<file path="config.mk">
export PLATFORM = sky130hd
export DESIGN_NAME = ex_mem_stage_reg
export DESIGN_NICKNAME = d
export VERILOG_FILES = /design/src/rtl/ex_mem_stage_reg.sv
export SDC_FILE = /design/constraint.sdc
export NUM_CORES = 1
export LEC_CHECK = 0
export ABC_AREA = 1
export CORE_ASPECT_RATIO = 0.75
export CORE_UTILIZATION = 40
export DETAILED_ROUTE_END_ITERATION = 8
export PLACE_DENSITY = 0.69
export SYNTH_ARGS = -nofsm -noshare
export SYNTH_HDL_FRONTEND = slang
export SYNTH_SLANG_ARGS = --single-unit
</file>
<file path="constraint.sdc">
create_clock -name CLK -period 1.9 [get_ports CLK]
set_input_delay 0.285 -clock CLK [delete_from_list [all_inputs] [get_ports CLK]]
set_output_delay 0.285 -clock CLK [all_outputs]
set_load 0.01 [all_outputs]
</file>
<file path="src/rtl/ex_mem_stage_reg.sv">
// ex_mem_stage_reg: EX->MEM pipeline stage register with valid/ready handshake.
// Storage is a main entry, which drives the outputs, plus one skid entry.
// The skid entry absorbs the single in-flight entry when downstream stalls.
// in_ready is a decode of a flop, so it never sees out_ready combinationally.
// A synchronous flush drops everything held. A saturating counter records stalled edges.
// CAPTURE_NEG selects which clock edge updates all state.
module ex_mem_stage_reg #(
    parameter int DATA_W      = 16,
    parameter int ADDR_W      = 8,
    parameter int RADDR_W     = 4,
    parameter int CNT_W       = 16,
    parameter bit CAPTURE_NEG = 1'b1
) (
    input  logic               CLK,
    input  logic               RST_N,
    input  logic               flush,
    input  logic               in_valid,
    output logic               in_ready,
    input  logic [DATA_W-1:0]  data_val_in,
    input  logic [DATA_W-1:0]  result_in,
    input  logic [ADDR_W-1:0]  addr_in,
    input  logic [RADDR_W-1:0] c_addr_in,
    input  logic               reg_write_in,
    input  logic               data_read_in,
    input  logic               data_write_in,
    input  logic               reg_addr_in,
    output logic               out_valid,
    input  logic               out_ready,
    output logic [DATA_W-1:0]  data_val,
    output logic [DATA_W-1:0]  result,
    output logic [ADDR_W-1:0]  addr,
    output logic [RADDR_W-1:0] c_addr,
    output logic               reg_write,
    output logic               data_read,
    output logic               data_write,
    output logic               reg_addr,
    output logic [CNT_W-1:0]   stall_count
);

    typedef struct packed {
        logic [DATA_W-1:0]  data_val;
        logic [DATA_W-1:0]  result;
        logic [ADDR_W-1:0]  addr;
        logic [RADDR_W-1:0] c_addr;
        logic               reg_write;
        logic               data_read;
        logic               data_write;
        logic               reg_addr;
    } entry_t;

    // Bit 0 is main_valid and bit 1 is skid_valid.
    // The valid flags therefore read straight off the state register.
    typedef enum logic [1:0] {
        EMPTY = 2'b00,
        ONE   = 2'b01,
        FULL  = 2'b11
    } state_t;

    state_t           state, state_next;
    entry_t           main_q, main_d;
    entry_t           skid_q, skid_d;
    entry_t           entry_in;
    logic [CNT_W-1:0] stall_q, stall_d;
    logic             main_valid, skid_valid;
    logic             acc, pop;

    assign main_valid = state[0];
    assign skid_valid = state[1];
    assign in_ready   = ~skid_valid;
    assign out_valid  = main_valid;
    assign acc        = in_valid & in_ready;
    assign pop        = main_valid & out_ready;

    assign entry_in = '{
        data_val:   data_val_in,
        result:     result_in,
        addr:       addr_in,
        c_addr:     c_addr_in,
        reg_write:  reg_write_in,
        data_read:  data_read_in,
        data_write: data_write_in,
        reg_addr:   reg_addr_in
    };

    // Next-state, payload transfers and the stall counter.
    always_comb begin
        // NOTE: every variable gets a hold default first, so no path through the
        // branches below can leave one unassigned and infer a latch.
        state_next = state;
        main_d     = main_q;
        skid_d     = skid_q;
        stall_d    = stall_q;

        if (flush) begin
            // Payload regs keep stale data. Only the valid flags are dropped.
            state_next = EMPTY;
        end else begin
            case (state)
                EMPTY: begin
                    if (acc) begin
                        main_d     = entry_in;
                        state_next = ONE;
                    end
                end
                ONE: begin
                    if (acc && pop) begin
                        main_d = entry_in;
                    end else if (pop) begin
                        state_next = EMPTY;
                    end else if (acc) begin
                        skid_d     = entry_in;
                        state_next = FULL;
                    end
                end
                FULL: begin
                    if (pop) begin
                        main_d     = skid_q;
                        state_next = ONE;
                    end
                end
                default: state_next = EMPTY;
            endcase
        end

        // The stall counter ignores flush and sticks at all-ones.
        if (main_valid && !out_ready && (stall_q != {CNT_W{1'b1}})) begin
            stall_d = stall_q + CNT_W'(1);
        end
    end

    // State register clocked on the edge chosen by CAPTURE_NEG, with async reset on both variants.
    generate
        if (CAPTURE_NEG) begin : g_neg
            // Falling-edge state register.
            always_ff @(negedge CLK or negedge RST_N) begin
                if (!RST_N) begin
                    // NOTE: the payload regs are reset too, not just the valid flags.
                    // Outputs must read zero straight out of reset.
                    state   <= EMPTY;
                    main_q  <= '0;
                    skid_q  <= '0;
                    stall_q <= '0;
                end else begin
                    // NOTE: sequential state uses non-blocking assignments only.
                    // Every flop then samples pre-edge values.
                    state   <= state_next;
                    main_q  <= main_d;
                    skid_q  <= skid_d;
                    stall_q <= stall_d;
                end
            end
        end else begin : g_pos
            // Rising-edge state register.
            always_ff @(posedge CLK or negedge RST_N) begin
                if (!RST_N) begin
                    state   <= EMPTY;
                    main_q  <= '0;
                    skid_q  <= '0;
                    stall_q <= '0;
                end else begin
                    state   <= state_next;
                    main_q  <= main_d;
                    skid_q  <= skid_d;
                    stall_q <= stall_d;
                end
            end
        end
    endgenerate

    // Data fields show the main payload unconditionally.
    // Side-effecting control bits are gated by out_valid, so bubbles do nothing.
    assign data_val    = main_q.data_val;
    assign result      = main_q.result;
    assign addr        = main_q.addr;
    assign c_addr      = main_q.c_addr;
    assign reg_addr    = main_q.reg_addr;
    assign reg_write   = main_q.reg_write  & main_valid;
    assign data_read   = main_q.data_read  & main_valid;
    assign data_write  = main_q.data_write & main_valid;
    assign stall_count = stall_q;

endmodule

</file>
==> results.ini <==
[power]
p_switching_w=0.00609
p_comb_share_pct=50.8
post-layout-total-power_w=0.0164
power.static_leakage_nw=5.29
p_int_w=0.0103
relative_contribution_of_the_clock_network_to_total_power_pct=22.4
share_seq_of_total_power_pct=26.8
vdd_ir_drop_max_mv=0.873
powerDensity_nw_per_um2=1560
netSwitchingFraction_pct=37.1

[cells_and_area]
final_util_pct=75.5
synthToLayoutAreaGrowth_pct=81.0
n_fill_cell=911
design.final.nets=1085
final_layout_size_suffix_gt1_share_pct=51.9
insertedDiodeCount=0

[run_status]
violations=setup timing
outcome=finished, violations left

[critical_path]
critical-path-top-delay-family=flip-flops
criticalPathCategory=flop to output port
critical-path-top-cell-by-count=sky130_fd_sc_hd__buf_6
critical_path_source_type=flop
cp-end-kind=output port
arrival_time_of_data_at_the_critical_path_endpoint_ps=2210
cp_bufs_invs=4
critPathMaxStageDelay_ps=430
critical_path.max_fanout=2
worst-endpoint-required_ps=1620
crit_path_top_delay_cell=sky130_fd_sc_hd__dfrtn_1
crit_path_cell_trace=buf_6, buf_6, nand2_4, inv_2, buf_6

[sta]
finalHoldViolations=0
hold_ws_ps=432
slew_viol_final=0
tightestPinTransition_ps=420
minimum_setup_slack_in_the_final_design_ps=-590
rsz0062_at_grt=yes
finalClockSkew_ps=14.8
timing.max_slew.rel_slack_pct=71.9
finalSetupViolations=178

[yosys]
yosys.cell_types.count=23
synth_top_area_share_pct=48.9
synth_area_per_cell_um2=7.71
synth_commonest_cells=sky130_fd_sc_hd__nand2_1 (272), sky130_fd_sc_hd__dfrtn_1 (114), sky130_fd_sc_hd__o21ai_0 (89), sky130_fd_sc_hd__inv_1 (78), sky130_fd_sc_hd__nand3_1 (61)
synth.cell_area_um2=5830
post-synth-top-count-cell=sky130_fd_sc_hd__nand2_1
netlist_instances=756
share_of_the_yosys_chip_area_belonging_to_registers_pct=48.9
yosys_register_bits=114
yosys_warnings=0
number_of_synthesized_flops_with_an_enable_pin=0
synth_fp_nets=814
cell_type_contributing_the_most_total_cell_area_after_synthesis=sky130_fd_sc_hd__dfrtn_1
yosys_most_used_dff=sky130_fd_sc_hd__dfrtn_1
async_reset_ff_share_pct=100
yosys-top-cells-area=sky130_fd_sc_hd__dfrtn_1 (49%), sky130_fd_sc_hd__nand2_1 (18%), sky130_fd_sc_hd__o21ai_0 (7.6%), sky130_fd_sc_hd__buf_4 (7.0%), sky130_fd_sc_hd__nand3_1 (5.2%)

[clock_network]
cts-root-buf=sky130_fd_sc_hd__clkbuf_16
tritoncts=done
h-tree-depth=4
clkLatencyLatePin_ps=400
cts_buffer_depth=2
cts.clk_slew.worst_paths_ps=50
cts-buffers-inserted=17
cts_hold_buffers=0
clkSinkCount=114

[detailed_routing]
detail_route.iter0.violations=535
vias_per_cell=5.12
route.detailed.wl_per_inst_um=18.1
drc_errors=0
drt-total-wl_mm=22.4
drtAntennaViolNets=0
first_pass_iters=5
routed-via-count=6328

[floorplan]
boundaryPins=119
die-width_um=141
die_area_um2=15100
fp-row-count=37
die-height_um=107
start_util_pct=41.7
core_region_area_um2=14000

[place]
dp_hpwl_mm=9.75
routabilityCongestion=0.878
post-place-ws_ps=-938
io_buffer_count=118

[grt]
grt_start_max_net_pins=65
global_route_wire_length_before_repair_mm=31.0
global_route.overflow_total=0
global_route.usage.total_pct=27.0
initial_antenna_violation_count=0
via_count_of_the_first_global_routing_pass=6020

[min_path]
hp-class=flop to flop

[flow_run]
cap_violations=0

-- metal layers --
| metal | wire length [um] | GRT usage, % | part of all wire, % |
|---|---|---|---|
| met1 | 9250 | 34.7 | 41 |
| met2 | 11200 | 43.8 | 50 |
| met3 | 1380 | 6.62 | 6.2 |
| met4 | 543 | 10.5 | 2.4 |
| met5 | 0 | 0 | 0 |
-- sequential cells by signal (all words and copies together) (netlist names) --
register     cells
stall_count     16
addr             8
c_addr           4
data_val        16
skid_q          48
reg_addr         1
state            2
main_q           3
result          16
-- power groups by stage --
stage | combinational [W] | clock [W] | sequential (W)
3_3_place_gp | 0.00445 | 0 | 0.00412
4_1_cts | 0.00657 | 0.00366 | 0.00414
6_report | 0.00834 | 0.00368 | 0.00440
3_5_place_dp | 0.00456 | 0 | 0.00413
5_1_grt | 0.00878 | 0.00382 | 0.00446
2_1_floorplan | 0.00289 | 0 | 0.00406
-- timing repair --
item	in CTS	in global routing
pin swaps	32	30
resized for setup	451	193
setup endpoints to repair	180	180
gates cloned	21	1
buffers inserted	60	44
-- metrics by stage --
step,std cells,cell area (um2),TNS [ps]
after global placement,1084,7620,-113100
after CTS,1196,9580,-53390
after detailed placement,1084,7620,-116880
after global routing,1235,10500,-68970
final,1235,10500,-59910
after floorplan,756,5910,-26560
-- path summary, 6_finish.rpt --
check / startpoint / endpoint / slack (ps) / cells past startpoint
max reg2reg: state[0] / main_q[2] / -460 / 16
min reg2reg: result[8] / result[8] / 430 / 2
max in group asynchronous: RST_N / skid_q[13] / 810 / 2
min in group asynchronous: RST_N / skid_q[0] / 610 / 1
min: result[8] / result[8] / 430 / 2
max: state[0] / data_read / -590 / 5
-- cells in the final DEF (no fill, tap or decap), drive strengths merged --
master / Yosys / routed
clkinv: 0 / 5
nand3: 61 / 61
o21ai: 103 / 103
and2: 1 / 1
bufinv: 0 / 6
or2: 1 / 1
clkdlybuf4s50: 0 / 48
nand3b: 1 / 1
buf: 69 / 282
dfrtn: 114 / 114
clkbuf: 10 / 19
nor2: 24 / 24
ha: 5 / 5
xnor2: 2 / 2
xor2: 2 / 2
clkinvlp: 0 / 1
inv: 79 / 81
nand2: 273 / 273
nand4: 10 / 10
a21oi: 1 / 1
-- area by class of cell --
| class | instances | area, um2 | area share (%) |
|---|---|---|---|
| timing repair buffer | 331 | 3320 | 31.5 |
| multi-input combinational | 484 | 3160 | 29.9 |
| sequential | 114 | 2850 | 27.0 |
| clock buffer | 18 | 429 | 4.07 |
| inverter | 79 | 312 | 2.95 |
| tap | 195 | 244 | 2.31 |
| clock inverter | 14 | 234 | 2.22 |
-- tightest hold or removal path, cell delays in order, from the launching register on --
cell                      delay, ps
sky130_fd_sc_hd__dfrtn_1        420
sky130_fd_sc_hd__nand2_2         50
sky130_fd_sc_hd__nand2_1         50
-- logic make-up (layout without fill, tap and decap cells) --
| family | Yosys count | count (layout) | share of synthesized area (%) |
|---|---|---|---|
| buffers and inverters | 158 | 442 | 14.3 |
| XOR/XNOR | 4 | 4 | 0.601 |
| flip-flops | 114 | 114 | 48.9 |
| AND/OR/NAND/NOR | 371 | 371 | 26.2 |
| adder cells (fa/ha/maj) | 5 | 5 | 1.07 |
| AO/OA/AOI/OAI | 104 | 104 | 8.93 |
Power figures use the tool's default switching activity.
